**src/rtl/timer_bank.sv**
```systemverilog
// Bank of NCH independent down-counting timers behind a small register window.
// Each channel has CTRL/PRESET/COUNT registers, a 4-state sequencer and a maskable irq.

module timer_ch #(
    parameter int CW = 32
) (
    input  logic          clk,
    input  logic          reset,
    input  logic          wr_ctrl,
    input  logic          wr_preset,
    input  logic [CW-1:0] wd,
    output logic [4:0]    ctrl,
    output logic [CW-1:0] preset,
    output logic [CW-1:0] count,
    output logic          irq
);
    typedef enum logic [1:0] {IDLE, LOAD, CNT, INT} state_t;

    state_t        state, state_nxt;
    logic          en, im, pend;
    logic [1:0]    mode;
    logic [CW-1:0] count_nxt;
    logic          pend_set, en_clr;

    always_ff @(posedge clk or negedge reset) begin
        if (!reset) state <= IDLE;
        else        state <= state_nxt;
    end

    always_comb begin
        state_nxt = state;
        count_nxt = count;
        pend_set  = 1'b0;
        en_clr    = 1'b0;
        case (state)
            IDLE: if (en) state_nxt = LOAD;
            LOAD: begin
                count_nxt = preset;
                state_nxt = CNT;
            end
            CNT: begin
                if (!en) begin
                    state_nxt = IDLE;
                end else if (count <= CW'(1)) begin
                    count_nxt = '0;
                    pend_set  = 1'b1;
                    state_nxt = INT;
                end else begin
                    count_nxt = count - CW'(1);
                end
            end
            INT: begin
                // MODE 1x falls through to one-shot behaviour
                if (mode == 2'b01) begin
                    state_nxt = LOAD;
                end else begin
                    en_clr    = 1'b1;
                    state_nxt = IDLE;
                end
            end
            default: state_nxt = IDLE;
        endcase
    end

    // Hardware actions (EN clear, PEND set) win over a same-edge software write
    always_ff @(posedge clk or negedge reset) begin
        if (!reset) begin
            en     <= 1'b0;
            mode   <= 2'b00;
            im     <= 1'b0;
            pend   <= 1'b0;
            preset <= '0;
            count  <= '0;
        end else begin
            count <= count_nxt;
            if (wr_ctrl) begin
                en   <= wd[0] & ~en_clr;
                mode <= wd[2:1];
                im   <= wd[3];
            end else if (en_clr) begin
                en <= 1'b0;
            end
            if (pend_set)             pend <= 1'b1;
            else if (wr_ctrl && wd[4]) pend <= 1'b0;
            if (wr_preset) preset <= wd;
        end
    end

    assign ctrl = {pend, im, mode, en};
    assign irq  = pend & im;
endmodule

module timer_bank #(
    parameter int NCH = 2,
    parameter int CW  = 32
) (
    input  logic           clk,
    input  logic           reset,
    input  logic [6:0]     addr,
    input  logic           we,
    input  logic [31:0]    wdata,
    output logic [31:0]    rdata,
    output logic [NCH-1:0] irq,
    output logic           irq_any
);
    logic [2:0]                ch_sel;
    logic [1:0]                reg_sel;
    logic [NCH-1:0][4:0]       ctrl_v;
    logic [NCH-1:0][CW-1:0]    preset_v;
    logic [NCH-1:0][CW-1:0]    count_v;
    logic                      unused_bits;

    assign ch_sel      = addr[6:4];
    assign reg_sel     = addr[3:2];
    assign unused_bits = ^{addr[1:0], wdata};

    for (genvar g = 0; g < NCH; g++) begin : g_ch
        timer_ch #(.CW(CW)) u_ch (
            .clk       (clk),
            .reset     (reset),
            .wr_ctrl   (we && ch_sel == 3'(g) && reg_sel == 2'd0),
            .wr_preset (we && ch_sel == 3'(g) && reg_sel == 2'd1),
            .wd        (wdata[CW-1:0]),
            .ctrl      (ctrl_v[g]),
            .preset    (preset_v[g]),
            .count     (count_v[g]),
            .irq       (irq[g])
        );
    end

    // Channels beyond NCH and the reserved slot fall through to zero
    always_comb begin
        rdata = '0;
        for (int i = 0; i < NCH; i++) begin
            if (ch_sel == 3'(i)) begin
                case (reg_sel)
                    2'd0:    rdata = 32'(ctrl_v[i]);
                    2'd1:    rdata = 32'(preset_v[i]);
                    2'd2:    rdata = 32'(count_v[i]);
                    default: rdata = '0;
                endcase
            end
        end
    end

    assign irq_any = |irq;
endmodule

```
**config.mk**
```make
export PLATFORM = sky130hd
export DESIGN_NAME = timer_bank
export DESIGN_NICKNAME = d
export VERILOG_FILES = /design/src/rtl/timer_bank.sv
export SDC_FILE = /design/constraint.sdc
export NUM_CORES = 1
export LEC_CHECK = 0
export CAP_MARGIN = 10
export CORE_MARGIN = 2
export CORE_UTILIZATION = 50
export CTS_BUF_LIST = sky130_fd_sc_hd__clkbuf_4 sky130_fd_sc_hd__clkbuf_8 sky130_fd_sc_hd__clkbuf_16
export DETAILED_ROUTE_END_ITERATION = 8
export DONT_BUFFER_PORTS = 1
export PLACE_DENSITY = 0.76
export RECOVER_POWER = 50
export SYNTH_ARGS = -nofsm -noshare
export SYNTH_HDL_FRONTEND = slang
export SYNTH_HIERARCHICAL = 1
export SYNTH_SLANG_ARGS = --single-unit
```
**constraint.sdc**
```tcl
create_clock -name clk -period 5.8 [get_ports clk]
set_clock_uncertainty 0.15 [all_clocks]
set_input_delay 0.87 -clock clk [delete_from_list [all_inputs] [get_ports clk]]
set_output_delay 0.87 -clock clk [all_outputs]
set_load 0.01 [all_outputs]
```
==> impl.org <==
** Timing
- In this run the tightest slew margin relative to its limit is -139%.
- At the pin with the least slew margin, the transition time is around 3600 ps.
- Unrepaired setup endpoints after global routing :: false
- The hold violation count in the final report was 0.
- Maximum frequency from static timing analysis :: 228 MHz
- The smallest clock period supported by the final layout is computed as around 4400 ps.
- Finish-stage setup viols :: 0
- Summed over all failing endpoints, the final setup total negative slack is 0 ps.
- The final critical path takes up between 70% and 80% of the cycle.
- The max-slew violation total from the final report was ~180.
- Post-route setup slack :: around 1400 ps
- Hold timing on the final database bottoms out at a slack of roughly 360 ps.

** Synth
- The most used flip-flop cell after synthesis is dfrtp_1.
- Cell area after synthesis :: 8050 um2
- Dividing the synthesized area by the synthesized cell count gives 10.2 um2.
- Yosys mapped a number of flops with a built-in enable equal to 0.
- During synthesis, Yosys emitted a total of 6 warnings.
- Share of cell area taken by muxes after synthesis :: a little under an eighth
- When the netlist entered floorplanning its net count stood at approximately 840.
- Top-area cell type share of the netlist area :: approximately 44%
- The synthesized netlist devotes less than 1% of its cell area to adder and majority cells.
- Cell type with the highest aggregate area in the netlist :: dfrtp_1
- Synthesized flop and latch total :: between 100 and 150
- After synthesis, the largest family of logic cells by area is compound AO/OA/AOI/OAI gates.
- Gate count after technology mapping :: about 790
- Of the total synthesized cell area, the portion taken by XOR and XNOR cells is 0%.
- Sequential share of the synthesized area :: between 40% and 50%
- Area fraction in compound gates after synthesis :: a little under a quarter
- Counting distinct cell types in the post-synthesis netlist gives 56.
- Of all flip-flops after synthesis, the portion carrying an async set or reset was between 90% and 100%.
- Area fraction in and, or, nand and nor cells after synthesis :: ~16%
- Ranked by total cell area, the synthesized netlist is headed by dfrtp_1 44%, mux2_2 10%, a22oi_1 6.2%, o22ai_1 2.6%, o311ai_0 2.4%.

** Run
- The tool flagged a number of max-cap violations equal to 2.

** Setup path
- STA puts the critical path data arrival time at between 4000 and 5000 ps.
- Internal reg-to-reg setup slack :: between 2000 and 3000 ps
- Startpoint Class :: primary input
- Critical path required time :: a little under 6000 ps
- Type of element capturing the critical path :: flop
- Critical path type :: in2reg
- Largest driver fanout on the critical path :: 32

** Finish
- Number of nets in the layout :: between 800 and 900
- Relative to the synthesized area, the layout overhead comes to 8.97%.
- Non-filler cells in the finished layout :: 993
- FF/Latch Area :: ~3600 um2
- Area taken by multi-input logic gates :: roughly 4200 um2
- Layout cells sized above 1 :: between 10% and 20%
- Number of filler instances in the final layout :: between 1000 and 1500

** Floorplan
- Die height :: 131 um
- The die covers about 17000 um2.
- The floorplan has 46 rows.
- Core outline area :: approximately 16000 um2
- The initial utilization of the core area, before any placement, comes to between 50% and 60%.
- From left edge to right edge, the die measures between 100 and 150 um.
- 77 I/O pins were placed.

** CTS
- Clk sink count :: between 100 and 150
- Clock transition time at the flip-flop clock pins of the worst setup and hold paths :: approximately 60 ps
- Post-CTS setup buffer count :: 0
- Counting the buffers created by CTS gives 17.
- Clock latency on the worst-skew pair, taken at its later pin, is ~430 ps.
- Depth of the CTS H-tree :: 4
- The cell sitting at the root of the clock tree is a clkbuf_16.
- Maximum count of clock buffers along a single path :: 2
- Clock tree from TritonCTS :: yes

** Placed design
- In this run the tool buffered the top-level ports with 0 buffer cells.
- Estimated wirelength of the detail-placed design :: 17.0 mm
- Once placement completed, the tool counted placed cells totaling between 900 and 1000.
- The congestion estimate from routability-driven global placement came to roughly 0.96.
- Pre-CTS setup slack :: 2350 ps

** Drt
- Initial drt markers :: slightly below 900
- Final wirelength :: between 20 and 30 mm
- The detail route stage leaves a number of antenna-violating nets equal to 0.
- For this block, the via count after detailed routing is 7091.
- After detailed routing, the number of remaining DRC violations is 0.
- Detailed-route wire length per cell :: around 25 um
- Using the TritonRoute via totals, the vias-per-cell ratio works out to between 7 and 8.
- Before antenna repair, the detailed router went through 5 iterations.

** Run status
- Run status :: finished, violations left
- The final reports fail on capacitance limit, slew limit.

** Global route
- Number of antenna violations at the first check in global routing :: 2
- The first global-routing pass estimated 39.3 mm of wire.
- Total grt overflow :: 0
- Global routing used a little under a third of the available tracks across all layers.
- The via count of the first global-routing pass came to 6816.
- Entering global routing, the biggest net connects 143 pins.

** Hold path
- Path category of the worst min-delay check :: reg2reg

** Power
- IR analysis of the VDD net gives a maximum drop of between 0.2 and 0.3 mV.
- P_leak :: ~0.0035 uW
- Power density cells :: 503 nW/um2
- Overall power consumption after layout is estimated at 4410 uW.
registers in the layout (all words and copies together) (netlist names):
name	flops
g_ch.u_ch/count	64
g_ch.u_ch/preset	64
g_ch.u_ch/mode	4
g_ch.u_ch/state	4
g_ch.u_ch/en	2
g_ch.u_ch/im	2
g_ch.u_ch/pend	2
worst max-delay path, stage by stage:
cell and delay [ps]:
or3_1 770, nor2_1 2380, mux2_2 490
layer usage:
metal / global-route usage, % / vias up / wire length, um
li1: - / 3061 / -
met1: 41.2 / 3502 / 10200
met2: 44.1 / 452 / 10900
met3: 10.4 / 76 / 3030
met4: 14.8 / 0 / 1120
met5: 0 / - / 0
path summary, 6_finish.rpt:
check / startpoint / to / cells after the start
worst max register to register: g_ch[1].u_ch/count[14]$_DFFE_PN0P_ / g_ch[1].u_ch/count[26]$_DFFE_PN0P_ / 6
min in group asynchronous: reset / g_ch[1].u_ch/state[0]$_DFFE_PN0P_ / 1
worst max-delay path: addr[6] / g_ch[0].u_ch/preset[29]$_DFFE_PN0P_ / 3
max in group asynchronous: reset / g_ch[0].u_ch/preset[5]$_DFFE_PN0P_ / 1
worst min register to register: g_ch[0].u_ch/pend$_DFFE_PN0P_ / g_ch[0].u_ch/pend$_DFFE_PN0P_ / 2
worst min-delay path: g_ch[0].u_ch/pend$_DFFE_PN0P_ / g_ch[0].u_ch/pend$_DFFE_PN0P_ / 2
power by group:
| part | internal [uW] | switching, uW | total (uW) | leakage [uW] |
|---|---|---|---|---|
| sequential | 1310 | 441 | 1750 | 0.00181 |
| clock | 786 | 428 | 1210 | 0.000315 |
| combinational | 588 | 857 | 1450 | 0.00136 |
| total | 2690 | 1730 | 4410 | 0.00348 |
cells in the mapped netlist (all sizes together) (18+ instances only):
library cell	n
clkbuf	25
dfrtp	142
nor2	50
o22ai	33
and3	18
nand2	46
o21ai	30
mux2	75
buf	31
o311ai	22
nand3	32
a21oi	32
a22oi	66
metrics by stage:
stage / cell area [um2] / utilization, %
2_1_floorplan: 8050 / -
3_3_place_gp: 8130 / 51.4
3_5_place_dp: 8130 / 51.4
4_1_cts: 8810 / 55.6
5_1_grt: 8770 / 55.4
6_report: 8770 / 55.4
layout make-up:
class,instances,area share [%]
Antenna cell,1,0.0285
Inverter,14,0.599
Clock buffer,20,5.25
Tap cell,216,3.08
Clock inverter,11,2.15
Sequential cell,142,40.5
Multi-Input combinational cell,580,47.6
Timing Repair Buffer,9,0.742
timing repair:
item                       in CTS  in global routing
hold endpoints to repair      142                  0
setup endpoints to repair       0                  0
hold buffers                    1                  0
gates resized for setup         0                  0
cell usage in the layout (no fill, tap or decap), types with 18 or more instances in the layout:
cell,instances
a21oi_1,32
a22oi_1,66
and3_1,18
dfrtp_1,142
mux2_2,75
nand2_1,44
nand3_1,32
nor2_1,49
o21ai_0,28
o22ai_1,33
o311ai_0,22
cells by family (layout without fill, tap and decap cells):
family,Yosys count,after routing
compound gates,256,256
fa+ha+maj,4,4
buf+inv,70,54
flops,142,142
mux,87,87
other cells,0,1
simple gates,233,233
Power figures use the tool's default switching activity.
